File: src/rtl/thermal_pkg.sv
// rtl/thermal_pkg.sv - shared types and encodings for the thermal plant model
package thermal_pkg;

  localparam int TEMP_W = 8;

  localparam logic [1:0] MODE_IDLE     = 2'd0;
  localparam logic [1:0] MODE_HEATING  = 2'd1;
  localparam logic [1:0] MODE_COOLING  = 2'd2;
  localparam logic [1:0] MODE_CONFLICT = 2'd3;

  typedef enum logic [1:0] {
    ST_IDLE     = MODE_IDLE,
    ST_HEATING  = MODE_HEATING,
    ST_COOLING  = MODE_COOLING,
    ST_CONFLICT = MODE_CONFLICT
  } state_t;

  // Next state depends only on the sampled drives, never on the present state.
  function automatic state_t next_state(input logic heater, input logic cooler);
    case ({heater, cooler})
      2'b11:   return ST_CONFLICT;
      2'b10:   return ST_HEATING;
      2'b01:   return ST_COOLING;
      default: return ST_IDLE;
    endcase
  endfunction

endpackage

File: src/rtl/thermal_plant_if.sv
// rtl/thermal_plant_if.sv - controller <-> plant signal bundle
interface thermal_plant_if;
  import thermal_pkg::*;

  logic              heater_on;
  logic              cooler_on;
  logic [TEMP_W-1:0] ambient_temp;
  logic              temp_load;
  logic [TEMP_W-1:0] load_value;
  logic [TEMP_W-1:0] current_temp;
  logic              temp_valid;
  logic [1:0]        mode;
  logic              fault;

  modport master (
    output heater_on, cooler_on, ambient_temp, temp_load, load_value,
    input  current_temp, temp_valid, mode, fault
  );

  modport slave (
    input  heater_on, cooler_on, ambient_temp, temp_load, load_value,
    output current_temp, temp_valid, mode, fault
  );

endinterface

File: src/rtl/thermal_step_timer.sv
// rtl/thermal_step_timer.sv - per-state step counter; idle drift counting under AMBIENT_DRIFT_EN
module thermal_step_timer
  import thermal_pkg::*;
#(
  parameter int HEAT_PERIOD  = 8,
  parameter int COOL_PERIOD  = 8,
  parameter int DRIFT_PERIOD = 32
) (
  input  logic   clk,
  input  logic   reset,
  input  state_t state_i,
  input  logic   clear_i,
  output logic   step_o
);

  localparam logic [TEMP_W-1:0] HEAT_LAST  = TEMP_W'(HEAT_PERIOD - 1);
  localparam logic [TEMP_W-1:0] COOL_LAST  = TEMP_W'(COOL_PERIOD - 1);
  localparam logic [TEMP_W-1:0] DRIFT_LAST = TEMP_W'(DRIFT_PERIOD - 1);

  logic [TEMP_W-1:0] cnt_q, cnt_d;
  logic [TEMP_W-1:0] last;
  logic              active;

  always_comb begin
    active = 1'b0;
    last   = '0;
    case (state_i)
      ST_HEATING: begin active = 1'b1; last = HEAT_LAST; end
      ST_COOLING: begin active = 1'b1; last = COOL_LAST; end
      ST_IDLE: begin
        last = DRIFT_LAST;
`ifdef AMBIENT_DRIFT_EN
        active = 1'b1;
`endif
      end
      default: ;
    endcase
  end

  assign step_o = active && (cnt_q == last);

  // Inactive states pin the counter at zero so re-entry always needs a full period.
  always_comb begin
    cnt_d = cnt_q + 8'd1;
    if (clear_i || !active || step_o) cnt_d = '0;
  end

  always_ff @(posedge clk or posedge reset) begin
    if (reset) cnt_q <= '0;
    else       cnt_q <= cnt_d;
  end

endmodule

File: src/rtl/thermal_plant.sv
// rtl/thermal_plant.sv - heater/cooler thermal model; AMBIENT_DRIFT_EN enables idle drift to ambient
module thermal_plant
  import thermal_pkg::*;
#(
  parameter int                HEAT_PERIOD  = 8,
  parameter int                COOL_PERIOD  = 8,
  parameter int                DRIFT_PERIOD = 32,
  parameter logic [TEMP_W-1:0] INIT_TEMP    = 8'd20
) (
  input logic            clk,
  input logic            reset,
  thermal_plant_if.slave bus
);

  state_t            state_q, state_d;
  logic [TEMP_W-1:0] temp_q, temp_d;
  logic              valid_q, valid_d;
  logic              fault_q, fault_d;
  logic              step;

  thermal_step_timer #(
    .HEAT_PERIOD (HEAT_PERIOD),
    .COOL_PERIOD (COOL_PERIOD),
    .DRIFT_PERIOD(DRIFT_PERIOD)
  ) u_timer (
    .clk    (clk),
    .reset  (reset),
    .state_i(state_q),
    .clear_i((state_d != state_q) || bus.temp_load),
    .step_o (step)
  );

`ifndef AMBIENT_DRIFT_EN
  logic unused_ambient;
  assign unused_ambient = ^bus.ambient_temp;
`endif

  always_comb begin
    state_d = next_state(bus.heater_on, bus.cooler_on);
    fault_d = fault_q || (state_d == ST_CONFLICT);
    temp_d  = temp_q;
    valid_d = 1'b0;
    // A load wins outright and swallows any step due in the same cycle.
    if (bus.temp_load) begin
      temp_d  = bus.load_value;
      valid_d = 1'b1;
    end else if (step) begin
      case (state_q)
        ST_HEATING: if (temp_q != 8'd255) begin temp_d = temp_q + 8'd1; valid_d = 1'b1; end
        ST_COOLING: if (temp_q != 8'd0)   begin temp_d = temp_q - 8'd1; valid_d = 1'b1; end
`ifdef AMBIENT_DRIFT_EN
        ST_IDLE: begin
          if (temp_q < bus.ambient_temp) begin temp_d = temp_q + 8'd1; valid_d = 1'b1; end
          else if (temp_q > bus.ambient_temp) begin temp_d = temp_q - 8'd1; valid_d = 1'b1; end
        end
`endif
        default: ;
      endcase
    end
  end

  always_ff @(posedge clk or posedge reset) begin
    if (reset) begin
      state_q <= ST_IDLE;
      temp_q  <= INIT_TEMP;
      valid_q <= 1'b0;
      fault_q <= 1'b0;
    end else begin
      state_q <= state_d;
      temp_q  <= temp_d;
      valid_q <= valid_d;
      fault_q <= fault_d;
    end
  end

  assign bus.current_temp = temp_q;
  assign bus.temp_valid   = valid_q;
  assign bus.mode         = state_q;
  assign bus.fault        = fault_q;

endmodule

File: src/flat_wrapper.sv
// flat-port wrapper written by rule: the top's interface ports become plain ports
module thermal_plant_flat import thermal_pkg::*;
#(
  parameter int                HEAT_PERIOD  = 8,
  parameter int                COOL_PERIOD  = 8,
  parameter int                DRIFT_PERIOD = 32,
  parameter logic [TEMP_W-1:0] INIT_TEMP    = 8'd20
)
  (clk, reset, bus_heater_on, bus_cooler_on, bus_ambient_temp, bus_temp_load, bus_load_value, bus_current_temp, bus_temp_valid, bus_mode, bus_fault);
  thermal_plant_if bus_i ();
  input logic clk;
  input logic reset;
  input wire logic [$bits(bus_i.heater_on)-1:0] bus_heater_on;
  input wire logic [$bits(bus_i.cooler_on)-1:0] bus_cooler_on;
  input wire logic [$bits(bus_i.ambient_temp)-1:0] bus_ambient_temp;
  input wire logic [$bits(bus_i.temp_load)-1:0] bus_temp_load;
  input wire logic [$bits(bus_i.load_value)-1:0] bus_load_value;
  output wire logic [$bits(bus_i.current_temp)-1:0] bus_current_temp;
  output wire logic [$bits(bus_i.temp_valid)-1:0] bus_temp_valid;
  output wire logic [$bits(bus_i.mode)-1:0] bus_mode;
  output wire logic [$bits(bus_i.fault)-1:0] bus_fault;
  assign bus_i.heater_on = bus_heater_on;
  assign bus_i.cooler_on = bus_cooler_on;
  assign bus_i.ambient_temp = bus_ambient_temp;
  assign bus_i.temp_load = bus_temp_load;
  assign bus_i.load_value = bus_load_value;
  assign bus_current_temp = bus_i.current_temp;
  assign bus_temp_valid = bus_i.temp_valid;
  assign bus_mode = bus_i.mode;
  assign bus_fault = bus_i.fault;
  thermal_plant #(.HEAT_PERIOD(HEAT_PERIOD), .COOL_PERIOD(COOL_PERIOD), .DRIFT_PERIOD(DRIFT_PERIOD), .INIT_TEMP(INIT_TEMP)) u_core (.clk(clk), .reset(reset), .bus(bus_i));
endmodule
File: config.mk
export PLATFORM = sky130hd
export DESIGN_NAME = thermal_plant_flat
export DESIGN_NICKNAME = d
export VERILOG_FILES = /design/src/rtl/thermal_pkg.sv /design/src/rtl/thermal_plant_if.sv /design/src/rtl/thermal_step_timer.sv /design/src/rtl/thermal_plant.sv /design/src/flat_wrapper.sv
export SDC_FILE = /design/constraint.sdc
export NUM_CORES = 1
export LEC_CHECK = 0
export ABC_AREA = 1
export BUFFER_PORTS_ARGS = -buffer_cell sky130_fd_sc_hd__buf_2
export CAP_MARGIN = 20
export CORE_MARGIN = 5
export CORE_UTILIZATION = 45
export DETAILED_ROUTE_END_ITERATION = 8
export GPL_TIMING_DRIVEN = 0
export PLACE_DENSITY = 0.75
export REMOVE_ABC_BUFFERS = 1
export SLEW_MARGIN = 40
export SYNTH_ARGS = -nofsm -noshare
export SYNTH_HDL_FRONTEND = slang
export SYNTH_SLANG_ARGS = --single-unit
File: constraint.sdc
create_clock -name clk -period 2.22 [get_ports clk]
set_input_delay 0.444 -clock clk [delete_from_list [all_inputs] [get_ports clk]]
set_output_delay 0.444 -clock clk [all_outputs]
set_load 0.02 [all_outputs]
# Word-level counts from Yosys, hierarchy flattened
# Index checks and enable logic that the tools add are counted.
# totals
input_bits	21
register_bits	20
output_inout_bits	12
word_cells	45
# op_classes
n_addsub	3
reduce_logical	12
muxes	14
eq_ne	11
# op_table
operator	count
$mux 8	5
$add 8x1->8 const B	2
$pmux 8 s2	1
$pmux 5 s2	1
$eq 2x2->1 const B	4
$eq 8x5->1	1
$ne 8x8->1 const B	1
$reduce_bool 8->1	1
$sub 8x1->8 const B	1
$ne 3x2->1 const B	2
$pmux 2 s3	1
$mux 1	5
$eq 2x1->1 const B	2
$logic_or 1x1->1	4
$reduce_and 4->1	1
$reduce_bool 3->1	1
$logic_not 2->1	1
$ne 2x2->1	1
$pmux 1 s2	1
$reduce_bool 2->1	1
$reduce_or 2->1	1
$logic_and 1x1->1	1
$logic_not 1->1	1

# Logic depth before layout (Yosys ltp)
# Gate-level depths: netlist (run 1).
# depth
ltp_word	7
mapped_depth	13
depth_no_buf	13

# Hierarchy
# From an unflattened synthesis (run 1), not the netlist that was laid out.
# unflattened
cells_unflattened	238
area_unflattened_um2	1635.3
# by_module_without_submodules
module	cells_each	area_per_inst_um2	seq_area_each_um2	instances
thermal_plant	176	1147.4	302.8	1
thermal_step_timer	62	488.0	200.2	1

# Worst setup path after synthesis (run 1)
# No wires, ideal clock.
# synth_path
kind	flip-flop to flip-flop
from	register u_core.state_q[0], in the netlist u_core.bus.mode[0]
to	register u_core.temp_q[2], in the netlist u_core.bus.current_temp[2]
stages_incl_launch_ff	12
arrival_time_ns	1.844
setup_time_ns	0.072
required_time_ns	2.148
setup_slack_ns	0.304
n_path_buf	1
period_less_slack_ns	1.916
cell_sequence	dfrtp_1 inv_1 ha_1 buf_4 nand2_1 nand2_1 ha_1 o21bai_2 xor2_1 o21ai_0 nand2_1 o21ai_1
# synth_via
elab_chain_cells	7
word_cells_on_any_way	16
cone_classes	eq/ne: 5; mux: 5; reduce/logical: 6
# synth_rtl
element	line_no	source
from (decl)	thermal_plant.sv:15	state_t state_q, state_d;
from (signal assigned)	thermal_plant.sv:69	state_q <= state_d;
$eq 2x1->1 or $eq 2x2->1 (tied branches)	thermal_step_timer.sv:27, thermal_plant.sv:48	
$reduce_or 2->1 (no source line)	-	
$pmux 5 s2	thermal_step_timer.sv:27	case (state_i)
$eq 8x5->1	thermal_step_timer.sv:40	assign step_o = active && (cnt_q == last);
$logic_and 1x1->1	thermal_step_timer.sv:40	
$reduce_bool 2->1 (no source line)	-	
$reduce_and 4->1 (no source line)	-	
to (signal assigned)	thermal_plant.sv:70	temp_q <= temp_d;
to (decl)	thermal_plant.sv:16	logic [TEMP_W-1:0] temp_q, temp_d;
# Several ways; a longest one is shown, not always the timed one. The select of a mux whose other input is x is not followed.
# A chain may end at the register's enable or synchronous reset.

# Worst setup path after layout (run 1)
# Same ends and word-level chain as after synthesis.

==> impl_metrics.yaml, run 1 <==
outcome:
  status: "completed"
die:
  io_pins: 33
  die_w_um: 67.1
  core_sq_mm: 0.00310
  rows: 20
  start_util_pct: 47.3
  die_h_um: 67.1
  dieArea_sq_mm: 0.00450
sta:
  fmax_mhz: 495
  setup_violations: 0
  relSlewSlack_pct: 71.5
  fin_ws_ns: 0.199
  fin_skew_ns: 0.00413
  finalSetupTns_ns: 0
  slew_viol_final: 0
  fin_crit_sh_pct: 91.1
  finalHoldViolCount: 0
  rsz0062_at_grt: "false"
  tightest_slew_ns: 0.427
  fin_crit_ns: 2.02
placement:
  dp_hpwl_um: 2390
  portBuffers: 24
  place_congestion: 0.900
  dp_slack_ns: 0.00967
final_layout:
  multi_input_area_sq_um: 846
  area_delta_synth_final_pct: 15.1
  seq_area_sq_um: 503
  layout-drive-gt1-share_pct: 17.8
  final_common_cell: "nand2_1"
  final_cell_mix: "nand2_1 (74), inv_1 (26), buf_2 (24)"
  nFillCells: 335
  finalNetCount: 270
  diodes: 0
drt:
  first_iter_violations: 77
  post_drt_wl_per_cell_um: 11.5
  route.detailed.drc: 0
  drt-total-wl_um: 3270
  vias: 1385
  route.antenna.remaining_nets: 0
  drtPass1Iterations: 4
  via_per_inst: 4.86
worst_setup_path:
  cp_max_fo: 11
  ff2ff_setup_slack_ns: 0.20
  crit_top_cell: "nand2_1"
  r2r_cells: 11
  crit_slowest_cell: "dfrtp_1"
  cp.required_ns: 2.47
  r2r-end: "u_core.bus.current_temp[2]$_DFFE_PP1P_"
  crit_chain: "inv_1 -> ha_4 -> inv_1 -> nand2_1 -> nand2_1 -> ha_1 -> o21bai_2 -> xor2_1 -> o21ai_0 -> nand2_1 -> o21ai_1"
  start_kind: "flip-flop"
  r2r-start: "u_core.bus.mode[0]$_DFF_PP0_"
  crit_arrival_ns: 2.27
  max_stage_delay_ns: 0.44
  worstSetupPathType: "flip-flop to flip-flop"
  endpoint_kind: "flip-flop"
clock_network:
  cts_made_buffers: 3
  clock_tree.buffer_depth: 2
  clk_latency_ns: 0.31
  tritoncts: "built"
  htreeDepth: 1
  clockRootBuffer: "clkbuf_4"
  clock_sinks: 20
  clkTransAtPathRegs_ns: 0.12
synth:
  synth_warnings: 0
  yosysTopAreaCellShare_pct: 30.7
  synthCells: 217
  ys_ff_latch: 20
  syn_area_sq_mm: 0.00147
  synth_area_leader_cell: "dfrtp_1"
  ys_seq_area_share_pct: 34.3
  avgSynthCellArea_sq_um: 6.76
  synthDistinctLibCells: 29
  synthTopCellsByArea: "dfrtp_1 (31%), nand2_1 (19%), inv_1 (6.9%)"
pwr:
  power_density_mw_per_mm2: 589
  leakage_uw: 0.000894
  power_uw: 995
  ir_drop_v: 0.000228
hold_path:
  holdCritPathClass: "input port to asynchronous set/reset pin"
global_routing:
  grt_first_pass_wirelength_um: 5710
  grt_pass1_vias: 1287
  antenna_found_initial: 0
  grt_max_degree: 21
  grt.overflow.total: 0
  grt_usage_pct: 16.5
run:
  drv_cap: 0
## worst max-delay path, delay by kind of cell, from the launching register on
kind / cells / cell delay [ns]
AO/OA/AOI/OAI: 3 / 0.42
flip-flops: 1 / 0.44
buffers and inverters: 2 / 0.32
AND/OR/NAND/NOR: 3 / 0.21
XOR/XNOR: 1 / 0.15
adder cells (fa/ha/maj): 2 / 0.41
## flip-flops by register name (all words and copies together) (netlist names)
signal and flops:
u_core.bus.current_temp 8, u_core.u_timer.cnt_q 8, u_core.bus.mode 2, u_core.bus.fault 1
u_core.bus.temp_valid 1
## synthesized netlist by cell type
cell	number
nand2_2	1
o21ai_0	5
nand3_2	1
nand2_1	74
nand3b_1	2
inv_1	27
o22ai_1	1
o211ai_1	1
or2_2	1
o21ai_2	1
clkinv_1	1
nor2_4	3
xor2_1	7
o21a_1	1
clkbuf_1	3
a21o_1	1
buf_4	1
o21bai_2	1
nand4_2	1
dfstp_2	2
nand3_1	20
dfrtp_1	18
inv_2	2
nor3_1	4
o21ai_1	2
nand4_1	2
a21oi_1	4
ha_1	7
nor2_1	23
## layout make-up
class	count	share of cell area [%]
clock buffers	3	1.33
clock inverters	1	1.78
inverters	30	6.67
multi-input cells	163	50.1
flip-flops and latches	20	29.8
well taps	44	3.26
repair buffers	24	7.11
## how the worst max path moves through the flow
stage | slack, ns | cells after the start | to | startpoint
final | 0.20 | 11 | u_core.bus.current_temp[2]$_DFFE_PP1P_ | u_core.bus.mode[0]$_DFF_PP0_
after global routing | 0.02 | 13 | u_core.bus.current_temp[4]$_DFFE_PP1P_ | u_core.bus.mode[0]$_DFF_PP0_
after CTS | 0.11 | 11 | u_core.bus.current_temp[2]$_DFFE_PP1P_ | u_core.bus.mode[0]$_DFF_PP0_
after detailed placement | 0.01 | 11 | u_core.bus.current_temp[2]$_DFFE_PP1P_ | u_core.bus.mode[0]$_DFF_PP0_
after global placement | 0.02 | 11 | u_core.bus.current_temp[2]$_DFFE_PP1P_ | u_core.bus.mode[0]$_DFF_PP0_
after floorplan | 0.19 | 11 | u_core.bus.current_temp[2]$_DFFE_PP1P_ | u_core.bus.mode[0]$_DFF_PP0_
## per-stage QoR
step | hold WS [ns] | instances | util [%] | instance area (sq um)
detailed placement | 0.446 | 281 | 52.3 | 1620
finish | 0.105 | 285 | 54.4 | 1690
floorplan | 0.406 | 213 | - | 1450
global placement | 0.443 | 281 | 52.3 | 1620
global route | 0.133 | 285 | 54.4 | 1690
CTS | 0.265 | 285 | 54.1 | 1680
## report_power, final
part           switching, uW  total, uW  leakage, uW  internal (uW)
clock                    126        308    0.0000279            183
sequential              35.9        427     0.000249            391
combinational            167        261     0.000616           93.5
## repair_timing
item	CTS	global route
buffers inserted	0	0
gates resized for setup	1	1
endpoints found under the setup margin	3	6
hold buffers	0	0
## cells by family after synthesis
kind of cell	Yosys count	synth area share [%]
xor gates and xnor gates	7	4.18
DFF	20	34.3
and+or+nand+nor	132	39.6
adders and majority gates	7	5.97
buffers and inverters	34	8.95
AOI/OAI and AO/OA	17	7.08
## metal layers
metal,GRT usage (%),up-vias,wire length [um]
met5,0,-,0
met4,7.09,0,66
met3,2.53,6,144
met2,26.0,37,1420
met1,22.3,614,1640
li1,-,728,-
No activity file was read; power rests on OpenSTA's default activity.
==> run 2, diff against run 1 <==
Settings changed: CELL_PAD_IN_SITES_DETAIL_PLACEMENT set to 0, CELL_PAD_IN_SITES_GLOBAL_PLACEMENT set to 1, CORE_UTILIZATION 45 to 37, PLACE_DENSITY 0.75 to 0.85.
==> run 2 against run 1 <==
Net effect: combinational power hardly changed; clock-buffer cell count is 1 higher; fmax is 3.1% higher; non-clock buffer count stayed put; worst hold slack better by 0.061 ns; largest cell class unchanged; largest power group unchanged.
==> impl_metrics.yaml, run 2 (synthesis gave the netlist of run 1 again) <==
outcome:
  status: "completed"
clock_network:
  clkTransAtPathRegs_ns: 0.07
  cts_made_buffers: 3
  clockRootBuffer: "clkbuf_8"
  htreeDepth: 1
  tritoncts: "built"
  clk_latency_ns: 0.26
  cts_setup_buffers: 0
  clock_sinks: 20
  hold_buffers: 0
  clock_tree.buffer_depth: 2
placement:
  place_congestion: 0.847
  dp_slack_ns: -0.0633
  dp_cells: 285
  dp_hpwl_um: 2560
  portBuffers: 24
  placed_area_sq_mm: 0.00163
worst_setup_path:
  crit_top_cell: "nand2_1"
  crit_start: "u_core.bus.mode[0]$_DFF_PP0_"
  r2r-start: "u_core.bus.mode[0]$_DFF_PP0_"
  cp_max_fo: 11
  ff2ff_setup_slack_ns: 0.26
  crit_arrival_ns: 2.16
  crit_slowest_cell: "dfrtp_1"
  endpoint_kind: "flip-flop"
  max_stage_delay_ns: 0.43
  cp.required_ns: 2.42
  r2r_cells: 11
  crit_end: "u_core.bus.current_temp[2]$_DFFE_PP1P_"
  start_kind: "flip-flop"
  worstSetupPathType: "flip-flop to flip-flop"
  r2r-end: "u_core.bus.current_temp[2]$_DFFE_PP1P_"
  crit_chain: "inv_2 -> ha_4 -> inv_1 -> nand2_1 -> nand2_1 -> ha_1 -> o21bai_2 -> xor2_1 -> o21ai_0 -> nand2_1 -> o21ai_1"
drt:
  post_drt_wl_per_cell_um: 11.3
  vias: 1335
  drtPass1Iterations: 4
  drt-total-wl_um: 3260
  first_iter_violations: 81
  route.detailed.drc: 0
  via_per_inst: 4.62
  route.antenna.remaining_nets: 0
final_layout:
  final_common_cell: "nand2_1"
  diodes: 0
  layout-drive-gt1-share_pct: 18.3
  final_cell_mix: "nand2_1 (74), inv_1 (25), buf_2 (24)"
  postLayoutCellArea_sq_mm: 0.00170
  area_delta_synth_final_pct: 15.6
  layoutNonFillerInstCount: 289
  finalNetCount: 270
sta:
  fin_skew_ns: 0.00215
  fin_crit_sh_pct: 88.3
  setup_violations: 0
  rsz0062_at_grt: "false"
  finalSetupTns_ns: 0
  tightest_slew_ns: 0.419
  slew_viol_final: 0
  fin_ws_ns: 0.259
  fmax_mhz: 510
  finalHoldViolCount: 0
  relSlewSlack_pct: 72.0
  fin_crit_ns: 1.96
die:
  rows: 22
  start_util_pct: 39.2
  die_h_um: 73.0
  dieArea_sq_mm: 0.00533
  io_pins: 33
  die_w_um: 73.0
  core_sq_mm: 0.00374
pwr:
  leakage_uw: 0.000893
  ir_drop_v: 0.000414
  power_density_mw_per_mm2: 570
  power_uw: 967
global_routing:
  grt_max_degree: 21
  grt_usage_pct: 13.7
  grt_first_pass_wirelength_um: 5780
  grt_pass1_vias: 1260
  grt.overflow.total: 0
  antenna_found_initial: 0
run:
  drv_cap: 0
hold_path:
  holdCritPathClass: "input port to asynchronous set/reset pin"
==> run 2: worst min-delay path by stage <==
stage / slack (ns) / from / to / depth (start not counted)
2_1_floorplan: 0.41 / reset / u_core.bus.current_temp[0]$_DFFE_PP0P_ / 1
3_3_place_gp: 0.44 / u_core.bus.fault$_DFF_PP0_ / u_core.bus.fault$_DFF_PP0_ / 1
3_5_place_dp: 0.44 / u_core.bus.fault$_DFF_PP0_ / u_core.bus.fault$_DFF_PP0_ / 1
4_1_cts: 0.32 / bus_heater_on / u_core.bus.mode[0]$_DFF_PP0_ / 1
5_1_grt: 0.20 / reset / u_core.u_timer.cnt_q[4]$_DFF_PP0_ / 2
6_report: 0.17 / reset / u_core.bus.temp_valid$_DFF_PP0_ / 2
==> run 2: through the flow <==
step | utilization, % | hold slack [ns]
2_1_floorplan | - | 0.406
3_3_place_gp | 43.5 | 0.439
3_5_place_dp | 43.5 | 0.444
4_1_cts | 45.1 | 0.323
5_1_grt | 45.3 | 0.202
6_report | 45.3 | 0.166
==> run 2: routing by layer <==
layer,global-route usage [%],wire (um)
met2,19.9,1310
met3,3.58,201
met4,2.66,29
met5,0,0
met1,20.4,1720
==> run 2: critical path: cells and delay by family (launching register included) <==
family                   cells  cell delay (ns)
flip-flops                   1             0.43
buffers and inverters        2             0.27
adder cells (fa/ha/maj)      2             0.40
XOR/XNOR                     1             0.15
AO/OA/AOI/OAI                3             0.43
AND/OR/NAND/NOR              3             0.21
==> run 2: report_power, final <==
group | internal, uW | switching (uW)
logic | 93.7 | 165
clock network | 158 | 124
registers | 391 | 35.3
==> run 2: timing repair <==
action                                  CTS  global route
resized for setup                         1             2
endpoints found under the setup margin    3             6
hold endpoints to repair                  0             0
gates cloned                              0             0
==> run 2: cell type report <==
type / instances / area [sq um]
flip-flops and latches: 20 / 503
fillers: 414 / 2050
well taps: 48 / 60.1
clock buffers: 4 / 55.1
repair buffers: 24 / 120
inverters: 30 / 113
multi-input cells: 163 / 846
==> run 3, diff against run 2 <==
Settings changed: CELL_PAD_IN_SITES_DETAIL_PLACEMENT 0 to 1, TNS_END_PERCENT set to 100.
==> run 3 against run 2 <==
Net effect: sequential share of layout area unchanged; clock skew about the same; die area unchanged; clock-buffer cell count unchanged; critical path depth unchanged; utilization unchanged; first-iteration DRC count decreased by 30%; setup slack got worse by 0.12 ns; wire length increased by 16%; worst hold slack got worse by 0.0054 ns; fmax decreased by 5.9%; non-clock buffer count unchanged.
==> impl_metrics.yaml, run 3 (synthesis gave the netlist of run 1 again) <==
drt:
  vias: 1405
  drt-total-wl_um: 3770
  route.antenna.remaining_nets: 0
  first_iter_violations: 57
  drtPass1Iterations: 4
  post_drt_wl_per_cell_um: 13.0
  route.detailed.drc: 0
  via_per_inst: 4.86
sta:
  fin_crit_ns: 2.08
  slew_viol_final: 0
  tightest_slew_ns: 0.422
  rsz0062_at_grt: "false"
  fin_skew_ns: 0.00217
  fmax_mhz: 480
  setup_violations: 0
  fin_crit_sh_pct: 93.9
  finalHoldViolCount: 0
  relSlewSlack_pct: 71.8
  finalSetupTns_ns: 0
die:
  die_w_um: 73.0
  die_h_um: 73.0
  core_sq_mm: 0.00374
  dieArea_sq_mm: 0.00533
  start_util_pct: 39.2
  rows: 22
  io_pins: 33
global_routing:
  grt_pass1_vias: 1445
  grt_first_pass_wirelength_um: 6510
  grt.overflow.total: 0
  antenna_found_initial: 0
  grt_max_degree: 21
  grt_usage_pct: 15.5
final_layout:
  nFillCells: 533
  diodes: 0
  final_cell_mix: "nand2_1 (74), inv_1 (26), buf_2 (24)"
  final_common_cell: "nand2_1"
  layout-drive-gt1-share_pct: 17.8
  layoutNonFillerInstCount: 289
  finalNetCount: 270
  area_delta_synth_final_pct: 15.6
worst_setup_path:
  cp_top_family: "compound AO/OA/AOI/OAI gates"
  cp_max_fo: 11
  max_stage_delay_ns: 0.43
  crit_chain: "inv_1 -> ha_4 -> inv_1 -> nand2_1 -> nand2_1 -> ha_1 -> o21bai_2 -> xor2_1 -> o21ai_0 -> nand2_1 -> o21ai_1"
  crit_arrival_ns: 2.28
  worstSetupPathType: "flip-flop to flip-flop"
  crit_top_cell: "nand2_1"
  endpoint_kind: "flip-flop"
  cp_num_buf_inv: 2
  crit_slowest_cell: "dfrtp_1"
  cp.required_ns: 2.42
  start_kind: "flip-flop"
hold_path:
  holdCritPathClass: "input port to asynchronous set/reset pin"
placement:
  dp_hpwl_um: 2960
  place_congestion: 0.847
  portBuffers: 24
  dp_cells: 285
run:
  drv_cap: 0
clock_network:
  cts_made_buffers: 3
  tritoncts: "built"
  htreeDepth: 1
  clkTransAtPathRegs_ns: 0.08
  clock_sinks: 20
  clockRootBuffer: "clkbuf_8"
  clock_tree.buffer_depth: 2
  clk_latency_ns: 0.27
  hold_buffers: 0
pwr:
  ir_drop_v: 0.000235
  seq_power_share_pct: 43.4
  power_density_mw_per_mm2: 579
  p_switching_uw: 340
  p_sw_share_pct: 34.6
  leakage_uw: 0.000894
  p_int_uw: 643
  clkPwrFrac_pct: 29.6
  power_frac_comb_pct: 27.0
outcome:
  status: "completed"
==> run 3: cell counts in the layout (fill, tap and decap cells not counted) <==
No cell type changed its count.
==> run 3: layer usage <==
metal  vias up  GRT usage, %  routed length (um)
li1        726             -                   -
met1       647          20.9                1860
met2        27          24.2                1660
met3         5          3.72                 201
met4         0          5.12                  51
met5         -             0                   0
==> run 3: worst paths after layout <==
path,from,to,slack (ns),cells past startpoint
worst min register to register,u_core.bus.fault$_DFF_PP0_,u_core.bus.fault$_DFF_PP0_,0.46,1
max in group asynchronous,reset,u_core.bus.current_temp[4]$_DFFE_PP1P_,1.73,2
min in group clk,bus_heater_on,u_core.bus.mode[0]$_DFF_PP0_,0.32,1
worst max-delay path,u_core.bus.mode[0]$_DFF_PP0_,u_core.bus.current_temp[2]$_DFFE_PP1P_,0.14,11
worst min-delay path,reset,u_core.bus.current_temp[1]$_DFFE_PP0P_,0.16,2
worst max register to register,u_core.bus.mode[0]$_DFF_PP0_,u_core.bus.current_temp[2]$_DFFE_PP1P_,0.14,11
==> run 3: per-stage QoR <==
| stage | utilization [%] | worst slack (ns) | hold WS, ns | cell area, sq um | power [uW] |
|---|---|---|---|---|---|
| 2_1_floorplan | - | 0.188 | 0.406 | 1450 | 614 |
| 3_5_place_dp | 43.5 | -0.113 | 0.443 | 1630 | 699 |
| 5_1_grt | 45.3 | 0.00432 | 0.193 | 1700 | 1050 |
| 4_1_cts | 45.1 | 0.0244 | 0.315 | 1690 | 996 |
| 6_report | 45.3 | 0.136 | 0.161 | 1700 | 982 |
| 3_3_place_gp | 43.5 | -0.0283 | 0.439 | 1630 | 690 |
==> run 3: layout make-up <==
type / count / area [sq um] / area share [%]
sequential: 20 / 503 / 29.6
inverter: 30 / 113 / 6.64
timing repair buffer: 24 / 120 / 7.08
multi-input combinational: 163 / 846 / 49.9
tap: 48 / 60.1 / 3.54
clock buffer: 4 / 55.1 / 3.24
==> run 3: worst register-to-register path: stages, from the launching register on <==
cell,delay (ns)
dfrtp_1,0.43
inv_1,0.20
ha_4,0.25
inv_1,0.13
nand2_1,0.08
nand2_1,0.07
ha_1,0.17
o21bai_2,0.21
xor2_1,0.15
o21ai_0,0.16
nand2_1,0.08
o21ai_1,0.08
==> run 3: what timing repair did <==
item                       CTS  global route
setup endpoints to repair    7             5
hold endpoints to repair     0             0
buffers inserted             0             0
pin swaps                    0             0
gates resized for setup      1             1
==> run 3: power groups by stage <==
stage	Clock (uW)	Sequential, uW	Combinational, uW
after global routing	313	432	302
after detailed placement	0	434	265
after floorplan	0	452	162
final	291	427	265
after CTS	302	427	267
after global placement	0	433	258
